$ cat config.mk
export PLATFORM = sky130hd
export DESIGN_NAME = tl_a_repeater_flat
export DESIGN_NICKNAME = d
export VERILOG_FILES = /design/src/rtl/tl_pkg.sv /design/src/rtl/tl_a_repeater_if.sv /design/src/rtl/tl_beat_counter.sv /design/src/rtl/tl_a_repeater.sv /design/src/flat_wrapper.sv
export SDC_FILE = /design/constraint.sdc
export NUM_CORES = 1
export LEC_CHECK = 0
export CELL_PAD_IN_SITES_DETAIL_PLACEMENT = 0
export CELL_PAD_IN_SITES_GLOBAL_PLACEMENT = 1
export CORE_MARGIN = 8
export CORE_UTILIZATION = 31
export DETAILED_ROUTE_END_ITERATION = 8
export GPL_TIMING_DRIVEN = 0
export PLACE_DENSITY = 0.87
export SLEW_MARGIN = 30
export SYNTH_ARGS = -nofsm -noshare
export SYNTH_HDL_FRONTEND = slang
export SYNTH_SLANG_ARGS = --single-unit
$ cat constraint.sdc
create_clock -name clock -period 3.65 [get_ports clock]
set_input_delay 0.5475 -clock clock [delete_from_list [all_inputs] [get_ports clock]]
set_output_delay 0.5475 -clock clock [all_outputs]
set_load 0.02 [all_outputs]
$ cat src/rtl/tl_pkg.sv
// TileLink-UL A-channel shared types and helpers.
// Widths, opcodes and beat-count math.
package tl_pkg;

  localparam int ADDR_W   = 26;
  localparam int SOURCE_W = 5;
  localparam int SIZE_W   = 4;
  localparam int DATA_W   = 32;
  localparam int CNT_W    = 8;
  localparam int MASK_W   = DATA_W / 8;

  localparam int unsigned BEAT_BYTES = DATA_W / 8;

  localparam logic [2:0] PUT_FULL    = 3'd0;
  localparam logic [2:0] PUT_PARTIAL = 3'd1;
  localparam logic [2:0] ARITH       = 3'd2;
  localparam logic [2:0] LOGIC       = 3'd3;
  localparam logic [2:0] GET         = 3'd4;
  localparam logic [2:0] HINT        = 3'd5;

  typedef struct packed {
    logic [2:0]          opcode;
    logic [2:0]          param;
    logic [SIZE_W-1:0]   size;
    logic [SOURCE_W-1:0] source;
    logic [ADDR_W-1:0]   address;
    logic [MASK_W-1:0]   mask;
    logic [DATA_W-1:0]   data;
    logic                corrupt;
  } tl_a_t;

  typedef enum logic {
    ST_EMPTY = 1'b0,
    ST_FULL  = 1'b1
  } rep_state_e;

  function automatic logic has_data(
    input logic [2:0] op
  );
    return (op == PUT_FULL) ||
           (op == PUT_PARTIAL);
  endfunction

  // Message length in beats; sub-beat writes
  // still occupy one beat.
  function automatic logic [CNT_W:0] num_beats(
    input logic [SIZE_W-1:0] size,
    input logic [2:0]        op
  );
    int unsigned bytes;
    int unsigned beats;
    bytes = 32'd1 << size;
    beats = bytes / BEAT_BYTES;
    if (!has_data(op) || beats == 0)
      beats = 1;
    return beats[CNT_W:0];
  endfunction

endpackage

$ cat src/rtl/tl_a_repeater_if.sv
// A-channel valid/ready bundle.
// Master drives valid/bits, slave drives ready.
interface tl_a_if;
  import tl_pkg::*;

  logic  valid;
  logic  ready;
  tl_a_t bits;

  modport master (
    output valid,
    output bits,
    input  ready
  );

  modport slave (
    input  valid,
    input  bits,
    output ready
  );
endinterface

$ cat src/rtl/tl_beat_counter.sv
// Beat position tracker for TileLink bursts.
// Shared by A- and D-channel stages.
module tl_beat_counter
  import tl_pkg::*;
(
  input  logic              clock,
  input  logic              reset_n,
  input  logic              fire_i,
  input  logic [SIZE_W-1:0] size_i,
  input  logic [2:0]        opcode_i,
  output logic              first_o,
  output logic              last_o,
  output logic [CNT_W-1:0]  cnt_o
);

  logic [CNT_W-1:0] cnt_q;
  logic [CNT_W-1:0] cnt_d;
  logic [CNT_W:0]   beats;

  assign beats   = num_beats(size_i, opcode_i);
  assign first_o = (cnt_q == '0);
  assign last_o  = ({1'b0, cnt_q} ==
                    (beats - (CNT_W+1)'(1)));
  assign cnt_o   = cnt_q;

  // Advance on each beat, wrap after the last.
  always_comb begin
    cnt_d = cnt_q;
    if (fire_i)
      cnt_d = last_o ? '0
                     : cnt_q + CNT_W'(1);
  end

  // Counter register, sync active-low reset.
  always_ff @(posedge clock) begin
    if (!reset_n)
      cnt_q <= '0;
    else
      cnt_q <= cnt_d;
  end

endmodule

$ cat src/rtl/tl_a_repeater.sv
// Single-entry A-channel repeater.
// Pass-through unless downstream asks to replay.
module tl_a_repeater
  import tl_pkg::*;
(
  input  logic             clock,
  input  logic             reset_n,
  tl_a_if.slave            enq,
  tl_a_if.master           deq,
  input  logic             repeat_i,
  output logic             full_o,
  output logic             deq_first_o,
  output logic             deq_last_o,
  output logic [CNT_W-1:0] beat_cnt_o
);

  rep_state_e state_q;
  rep_state_e state_d;
  tl_a_t      saved_q;
  tl_a_t      saved_d;
  logic       enq_fire;
  logic       deq_fire;

  assign full_o    = (state_q == ST_FULL);
  assign enq.ready = deq.ready & ~full_o;
  assign deq.valid = enq.valid | full_o;
  assign deq.bits  = full_o ? saved_q
                            : enq.bits;
  assign enq_fire  = enq.valid & enq.ready;
  assign deq_fire  = deq.valid & deq.ready;

  // Capture on a repeated pass-through beat,
  // release on the first non-repeat beat.
  always_comb begin
    state_d = state_q;
    saved_d = saved_q;
    unique case (state_q)
      ST_EMPTY: begin
        if (enq_fire && repeat_i) begin
          state_d = ST_FULL;
          saved_d = enq.bits;
        end
      end
      ST_FULL: begin
        if (deq_fire && !repeat_i)
          state_d = ST_EMPTY;
      end
      default: state_d = ST_EMPTY;
    endcase
  end

  // Occupancy register, sync active-low reset.
  always_ff @(posedge clock) begin
    if (!reset_n)
      state_q <= ST_EMPTY;
    else
      state_q <= state_d;
  end

  // Saved payload; only meaningful while full.
  always_ff @(posedge clock) begin
    saved_q <= saved_d;
  end

  tl_beat_counter u_beats (
    .clock    (clock),
    .reset_n  (reset_n),
    .fire_i   (deq_fire),
    .size_i   (deq.bits.size),
    .opcode_i (deq.bits.opcode),
    .first_o  (deq_first_o),
    .last_o   (deq_last_o),
    .cnt_o    (beat_cnt_o)
  );

endmodule

$ cat src/flat_wrapper.sv
// flat-port wrapper written by rule: the top's interface ports become plain ports
module tl_a_repeater_flat import tl_pkg::*;
  (clock, reset_n, repeat_i, full_o, deq_first_o, deq_last_o, beat_cnt_o, enq_valid, enq_bits, enq_ready, deq_valid, deq_bits, deq_ready);
  tl_a_if enq_i ();
  tl_a_if deq_i ();
  input  logic clock;
  input  logic reset_n;
  input  logic repeat_i;
  output logic full_o;
  output logic deq_first_o;
  output logic deq_last_o;
  output logic [CNT_W-1:0] beat_cnt_o;
  input wire logic [$bits(enq_i.valid)-1:0] enq_valid;
  input wire logic [$bits(enq_i.bits)-1:0] enq_bits;
  output wire logic [$bits(enq_i.ready)-1:0] enq_ready;
  output wire logic [$bits(deq_i.valid)-1:0] deq_valid;
  output wire logic [$bits(deq_i.bits)-1:0] deq_bits;
  input wire logic [$bits(deq_i.ready)-1:0] deq_ready;
  assign enq_i.valid = enq_valid;
  assign enq_i.bits = enq_bits;
  assign enq_ready = enq_i.ready;
  assign deq_valid = deq_i.valid;
  assign deq_bits = deq_i.bits;
  assign deq_i.ready = deq_ready;
  tl_a_repeater u_core (.clock(clock), .reset_n(reset_n), .enq(enq_i), .deq(deq_i), .repeat_i(repeat_i), .full_o(full_o), .deq_first_o(deq_first_o), .deq_last_o(deq_last_o), .beat_cnt_o(beat_cnt_o));
endmodule
Yosys cells after proc, flatten, opt, wreduce, memory -nomap -nowiden
Cells that the tools add are included.

cells by class
  add/subtract/negate cells = 2
  equality and inequality tests = 2
  shifts and indexed selects = 1
  muxes and demuxes = 6
  bitwise logic cells = 5
  reduce and logical (&&, ||, !) cells = 10

operator list
  operator                count
  $mux W78                1
  $logic_not A32 Y1       1
  $shl A1 B4 Y32 const A  1
  $eq A8 B9 Y1            1
  $mux W9                 1
  $sub A9 B1 Y9 const B   1
  $add A8 B1 Y8 const B   1
  $logic_not A8 Y1        1
  $mux W8                 1
  $and A1 B1 Y1           3
  $eq A3 B1 Y1 const B    1
  $logic_not A3 Y1        1
  $logic_and A1 B1 Y1     2
  $logic_not A1 Y1        2
  $logic_or A1 B1 Y1      2
  $mux W1                 2
  $pmux W1 S2             1
  $reduce_and A2 Y1       1
  $not A1 Y1              1
  $or A1 B1 Y1            1

storage, ports and cells
  register bits = 87
  bits of input ports = 83
  logic and storage cells = 36

Depth between registers and ports, before layout
Gate-level depths: netlist (run 1).

  depth after elaboration = 9
  gate-level depth with buffers = 13
  depth with buffers taken out = 11

Hierarchy
Synthesis (run 1) repeated with hierarchy kept, for this count alone.

second synthesis, totals
  cells, all modules = 282
  area, all modules = 4,205.3 µm²

modules (own cells, without submodules)
  module           instances  cells an instance  area each (µm²)  sequential area each (µm²)
  tl_a_repeater    1          173                3,364.5          2,362.3
  tl_beat_counter  1          109                840.8            160.2

Worst setup path before layout (run 1)
Ideal clock, no wire load.

  kind = reg-to-reg
  from = register u_core.state_q, in the netlist u_core.full_o
  to = register u_core.saved_q[0] (netlist bit), enable pin
  library setup time = 0.445 ns
  arrival = 3.363 ns
  required time = 3.205 ns
  setup slack = -0.159 ns
  cell stages (with the launch flop) = 7
  period minus slack after synthesis = 3.809 ns
  path through = dfxtp_1 buf_6 buf_6 buf_2 buf_1 nor2_1 and3_1

on the way
  cells in the longest elaborated chain, start to end = 5

ends and longest elaborated chain
  element                             RTL line             source
  start, declared                     tl_a_repeater.sv:17  rep_state_e state_q;
  start signal, assigned              tl_a_repeater.sv:57  state_q <= state_d;
  $not A1 Y1 (no source line)         -
  $and A1 B1 Y1                       tl_a_repeater.sv:25  assign enq.ready = deq.ready & ~full_o;
  via enq_ready                       flat_wrapper.sv:15   output wire logic [$bits(enq_i.ready)-1:0] enq_ready;
  $and A1 B1 Y1                       tl_a_repeater.sv:29  assign enq_fire = enq.valid & enq.ready;
  $logic_and A1 B1 Y1                 tl_a_repeater.sv:39  if (enq_fire && repeat_i) begin
  $reduce_and A2 Y1 (no source line)  -
  end signal, assigned                tl_a_repeater.sv:62  saved_q <= saved_d;
  end, declared                       tl_a_repeater.sv:19  tl_a_t saved_q;

The timed path passes the listed nets, and every way through them passes these cells.
A chain may end at the register's enable or synchronous reset.

Final worst setup path (run 1)
  from = register u_core.state_q, in the netlist u_core.full_o
  to = output deq_bits[15]

on the way
  cells in the longest elaborated chain, start to end = 1

ends and longest elaborated chain
  element        RTL line             source
  $mux W78       tl_a_repeater.sv:27  assign deq.bits = full_o ? saved_q
  end, declared  flat_wrapper.sv:17   output wire logic [$bits(deq_i.bits)-1:0] deq_bits;

No other way between the ends.

==> flow_summary.json, run 1 <==
{
  "rsz0062_at_grt": "no",
  "worst_clock_skew_ps": 5.87,
  "initial_core_util_pct": 31.4,
  "crit_type": "reg -> out",
  "instances_no_fill": 665,
  "period_minus_slack_ps": 3450,
  "cts_max_path_buffers": 2,
  "core.rowCount": 43,
  "cts_tree": "yes",
  "dp_hpwl_mm": 9.27,
  "syn_inst": 293,
  "end_kind": "output port",
  "period_share_pct": 94.4,
  "synth_xor_area_share_pct": 2.44,
  "relSlewSlack_pct": 59.0,
  "grt_pass1_vias": 3424,
  "yosysUniqueCellTypes": 54,
  "synth-simple-area-share_pct": 10.2,
  "multiInputGateArea_sq_um": 1750,
  "routed_wl_mm": 12.3,
  "netlist_top_cells_area": "edfxtp_1, mux2_2, dfxtp_1, xnor2_1, nor4b_2",
  "gp_congestion": 0.824,
  "ys.flop_type": "edfxtp_1",
  "clk_pin_slew_ps": 60,
  "tightest_slew_ps": 612,
  "syn_to_final_growth_pct": 54.3,
  "num-fill-cells": 1232,
  "portBuffers": 173,
  "drc": 0,
  "p_leak_nw": 2.22,
  "wire_per_inst_microns": 18.4,
  "firstDrtPassIters": 4,
  "p_per_area_nw_per_um2": 394,
  "setup_slack_ps": 204,
  "synth.most_common_cell": "edfxtp_1",
  "dp_slack_ps": -925,
  "ys_async_sr_fraction_pct": 0,
  "hold_violations": 0,
  "grt-ovfl-total": 0,
  "die_x_microns": 134,
  "holdWs_ps": 535,
  "ys_warn_count": 0,
  "vias_per_cell": 4.83,
  "worstPathRequired_ps": 3100,
  "synth_compound_area_share_pct": 5.57,
  "synth_top_area_cell": "edfxtp_1",
  "vdd_ir_drop_max_mv": 0.266,
  "grt_usage_pct": 13.4,
  "worstHoldPathType": "in -> reg",
  "ant_nets": 0,
  "die_y_microns": 134,
  "grt_max_degree": 47,
  "cts.sinks": 87,
  "synth_edf_count": 78,
  "status": "completed",
  "drive_gt1_share_pct": 25.6,
  "ff_latch_area_sq_um": 2530,
  "cts_root_buf": "clkbuf_16",
  "synthAdderAreaFrac_pct": 0.871,
  "nets": 566,
  "setup_violations": 0,
  "die_area_sq_um": 17900,
  "placedCellCount": 647,
  "io_pins": 174,
  "num_vias": 3213,
  "finalMaxSlewViolations": 0,
  "r2r_setup_slack_ps": 910,
  "maxCapViolCount": 0,
  "synth_top_family_by_area": "multiplexers",
  "antenna_found_initial": 0,
  "insertedDiodeCount": 0,
  "first_iter_violations": 180,
  "clock_latency_ps": 340,
  "muxShareOfSynthArea_pct": 20.5,
  "crit_arrival_ps": 2900,
  "cp-start-kind": "register",
  "syn_area_sq_um": 4310,
  "synth.top_cells.by_count": "edfxtp_1, mux2_2, nand2_1, xnor2_1, dfxtp_1",
  "numCtsBuffers": 9,
  "htreeDepth": 3,
  "synth-seq-area-share_pct": 58.5,
  "syn-num-nets": 379,
  "max_freq_mhz": 290,
  "synth_top_area_share_pct": 54.3,
  "syn_area_per_cell_sq_um": 14.7,
  "core_area_sq_um": 13700,
  "power.total_mw": 2.62,
  "fin_util_pct": 48.5,
  "grt_pass1_wl_mm": 19.0,
  "synth_seq_cells": 87,
  "cp_max_fo": 19
}
## sequential cells by signal (all words and copies together) (netlist names)
signal	count
u_core.full_o	1
u_core.saved_q	78
u_core.u_beats.cnt_o	8
## timing repair
action,in CTS,in global routing
pin swaps,2,3
resized for setup,11,7
endpoints found under the setup margin,20,9
hold endpoints to repair,0,0
setup buffers,2,1
hold buffers,0,0
## final timing paths
| path | startpoint | to | cells past startpoint |
|---|---|---|---|
| max | u_core.full_o$_SDFF_PN0_ | deq_bits[15] | 6 |
| min reg2reg | u_core.u_beats.cnt_o[0]$_SDFFE_PN0P_ | u_core.u_beats.cnt_o[0]$_SDFFE_PN0P_ | 2 |
| max reg2reg | u_core.full_o$_SDFF_PN0_ | u_core.u_beats.cnt_o[4]$_SDFFE_PN0P_ | 11 |
| min | enq_bits[68] | u_core.saved_q[68]$_DFFE_PP_ | 1 |
## final cells by class
type	count	area share, %
clock buffers	10	3.44
repair buffers	177	26.7
multi-input cells	189	26.3
inverters	4	0.226
flip-flops and latches	87	38.0
clock inverters	6	1.03
plain buffers	12	0.978
well taps	180	3.38
## critical path, cell delays in order (launching register included)
cell	delay [ps]
dfxtp_4	390
buf_6	160
buf_6	160
buf_2	380
buf_1	490
mux2_2	410
clkdlybuf4s50_1	560
## power breakdown
group	internal [mW]	leakage, nW	switching (mW)	total, mW
Combinational	0.302	1.29	0.260	0.562
Clock	0.534	0.143	0.394	0.929
Sequential	1.12	0.788	0.0149	1.13
## routing by layer
| layer | vias up | part of all wire (%) | track usage [%] |
|---|---|---|---|
| met4 | 0 | 1.6 | 5.43 |
| met1 | 1548 | 41 | 15.6 |
| met3 | 12 | 8.9 | 5.42 |
| met5 | - | 0 | 0 |
| li1 | 1533 | - | - |
| met2 | 120 | 49 | 21.6 |
## metrics by stage
stage                     TNS [ps]  cell area [sq um]
after floorplan                  0               4310
after global placement        -889               6270
after detailed placement      -925               6300
after CTS                     -120               6630
after global routing             0               6650
final                            0               6650
## cell usage in the layout, fill, tap and decap left out, types with 2 or more instances in the layout
cell type	count
o2111ai_1	2
o211ai_1	2
clkbuf_1	3
xnor2_1	10
dfxtp_1	8
nor2_1	4
a21oi_1	8
nor4b_2	3
ha_1	2
o22ai_1	3
nand3_1	8
clkdlybuf4s50_1	167
clkbuf_16	9
o21a_1	4
edfxtp_1	78
buf_2	4
buf_4	3
nand2_1	11
dlygate4sd2_1	4
inv_1	4
nand4_1	4
mux2_2	77
nand2b_1	3
nor4_2	2
buf_1	4
and3_1	2
o21ai_0	4
buf_6	2
nand4b_1	2
nor3_1	2
nor4bb_1	3
clkinv_4	2
nand3b_1	2
## logic make-up after synthesis
logic type                 Yosys count
muxes                               78
DFF                                 87
buffers and inverters               17
AOI/OAI and AO/OA                   33
adders and majority gates            3
and+or+nand+nor                     63
xor gates and xnor gates            12
(Power assumes the default switching activity.)
==> inputs of run 2 (changes only) <==
CORE_ASPECT_RATIO = 2   (was unset)
SKIP_CTS_REPAIR_TIMING = 1   (was unset)
==> run 2 against run 1 <==
  * Clock power rose by 4.3%
  * Sequential power about the same
  * Wire length decreased by 4.1%
  * Largest cell class unchanged
  * Largest power group unchanged
  * Highest routed layer unchanged
==> flow_summary.json, run 2 (same netlist as run 1, synthesis figures left out) <==
{
  "setup_violations": 0,
  "grt_pass1_vias": 3534,
  "final_area_sq_um": 6670,
  "cp-startpoint": "enq_bits[68]",
  "r2r-end": "u_core.u_beats.cnt_o[0]$_SDFFE_PN0P_",
  "largest_register": "u_core.saved_q",
  "numCtsBuffers": 9,
  "drc": 0,
  "cts_max_path_buffers": 2,
  "cp_slowest_cell": "clkdlybuf4s50_1",
  "io_pins": 174,
  "syn_to_final_growth_pct": 54.6,
  "die_y_microns": 183,
  "hold_violations": 0,
  "period_share_pct": 99.1,
  "grt_max_degree": 49,
  "crit_family": "simple AND/OR/NAND/NOR gates",
  "cts_tree": "yes",
  "crit_chain": "clkdlybuf4s50_1 > and3b_1 > a31oi_2 > a21oi_2 > ha_2 > xnor2_2 > nor2b_1 > o311a_1 > a311oi_2 > nor4_4 > and2_4 > clkbuf_4",
  "final_common_cell": "clkdlybuf4s50_1",
  "path_buf_inv": 2,
  "core_area_sq_um": 13700,
  "antenna_found_initial": 0,
  "firstDrtPassIters": 4,
  "portBuffers": 173,
  "cp-endpoint": "deq_last_o",
  "holdWs_ps": 578,
  "cp_num_cells": 12,
  "wire_per_inst_microns": 18.2,
  "clock_latency_ps": 340,
  "dp_slack_ps": -1000,
  "clk_pin_slew_ps": 60,
  "num_vias": 3200,
  "num-fill-cells": 1241,
  "layout_common_cells": "clkdlybuf4s50_1, edfxtp_1, mux2_2",
  "die_area_sq_um": 18200,
  "ant_nets": 0,
  "largest_reg_flops": 78,
  "max_freq_mhz": 277,
  "power.total_mw": 2.67,
  "period_minus_slack_ps": 3620,
  "first_iter_violations": 113,
  "drive_gt1_share_pct": 26.0,
  "cpPeakStageDelay_ps": 470,
  "gp_congestion": 0.793,
  "finalMaxSlewViolations": 0,
  "insertedDiodeCount": 0,
  "end_kind": "output port",
  "grt-ovfl-total": 0,
  "initial_core_util_pct": 31.4,
  "cp-start-kind": "input port",
  "nets": 569,
  "status": "completed",
  "reg2reg_from": "u_core.full_o$_SDFF_PN0_",
  "tightest_slew_ps": 585,
  "rsz0062_at_grt": "yes",
  "core.rowCount": 61,
  "routed_wl_mm": 11.8,
  "r2r_setup_slack_ps": 760,
  "final.setup.tns_ps": 0,
  "cts_root_buf": "clkbuf_16",
  "setup_slack_ps": 34.0,
  "placed_cell_area_sq_um": 6270,
  "grt_usage_pct": 13.2,
  "maxCapViolCount": 0,
  "grt_pass1_wl_mm": 18.8,
  "reg2reg_depth": 14,
  "htreeDepth": 3,
  "relSlewSlack_pct": 61.0,
  "p_leak_nw": 2.27,
  "vdd_ir_drop_max_mv": 0.260,
  "die_x_microns": 99.4,
  "vias_per_cell": 4.96,
  "cts.sinks": 87,
  "crit_type": "in -> out",
  "p_per_area_nw_per_um2": 400,
  "worstHoldPathType": "in -> reg",
  "crit_arrival_ps": 3070,
  "worst_clock_skew_ps": 4.37,
  "dp_hpwl_mm": 9.04,
  "cp_max_fo": 4,
  "worstPathRequired_ps": 3100
}
run 2: power breakdown:
part | internal, mW | switching [mW]
Clock | 0.595 | 0.374
Combinational | 0.310 | 0.259
Sequential | 1.12 | 0.0142
run 2: through the flow:
stage / cells / util, %
after detailed placement: 624 / 45.7
final: 645 / 48.5
after floorplan: 293 / -
after global placement: 623 / 45.4
after CTS: 640 / 47.9
after global routing: 645 / 48.5
run 2: worst min path at each step:
stage / startpoint / end / slack, ps / cells after the start
2_1_floorplan: u_core.u_beats.cnt_o[0]$_SDFFE_PN0P_ / u_core.u_beats.cnt_o[0]$_SDFFE_PN0P_ / 630 / 2
3_3_place_gp: u_core.u_beats.cnt_o[0]$_SDFFE_PN0P_ / u_core.u_beats.cnt_o[0]$_SDFFE_PN0P_ / 580 / 2
3_5_place_dp: u_core.u_beats.cnt_o[0]$_SDFFE_PN0P_ / u_core.u_beats.cnt_o[0]$_SDFFE_PN0P_ / 600 / 2
4_1_cts: u_core.u_beats.cnt_o[0]$_SDFFE_PN0P_ / u_core.u_beats.cnt_o[0]$_SDFFE_PN0P_ / 610 / 2
5_1_grt: enq_bits[77] / u_core.saved_q[77]$_DFFE_PP_ / 580 / 1
6_report: enq_bits[77] / u_core.saved_q[77]$_DFFE_PP_ / 580 / 1
run 2: area by class of cell:
class	count	area (sq um)	share of cell area, %
sequential	87	2530	37.9
clock inverter	7	87.6	1.31
buffer	13	68.8	1.03
timing repair buffer	179	1800	27.1
multi-input combinational	189	1740	26.2
clock buffer	9	225	3.38
inverter	4	15.0	0.225
tap	157	196	2.95
run 2: layer usage:
layer / part of all wire [%] / up-vias / track usage [%]
met5: 0 / - / 0
met1: 40 / 1496 / 14.9
met3: 16 / 11 / 9.61
li1: - / 1533 / -
met4: 1.3 / 0 / 4.39
met2: 42 / 160 / 19.0
run 2: worst reg2reg max path, delay by kind of cell, from the launching register on:
| family | cells | cell delay (ps) |
|---|---|---|
| AND/OR/NAND/NOR | 3 | 680 |
| buffers and inverters | 4 | 610 |
| AO/OA/AOI/OAI | 5 | 650 |
| flip-flops | 1 | 390 |
| adder cells (fa/ha/maj) | 1 | 230 |
| XOR/XNOR | 1 | 200 |
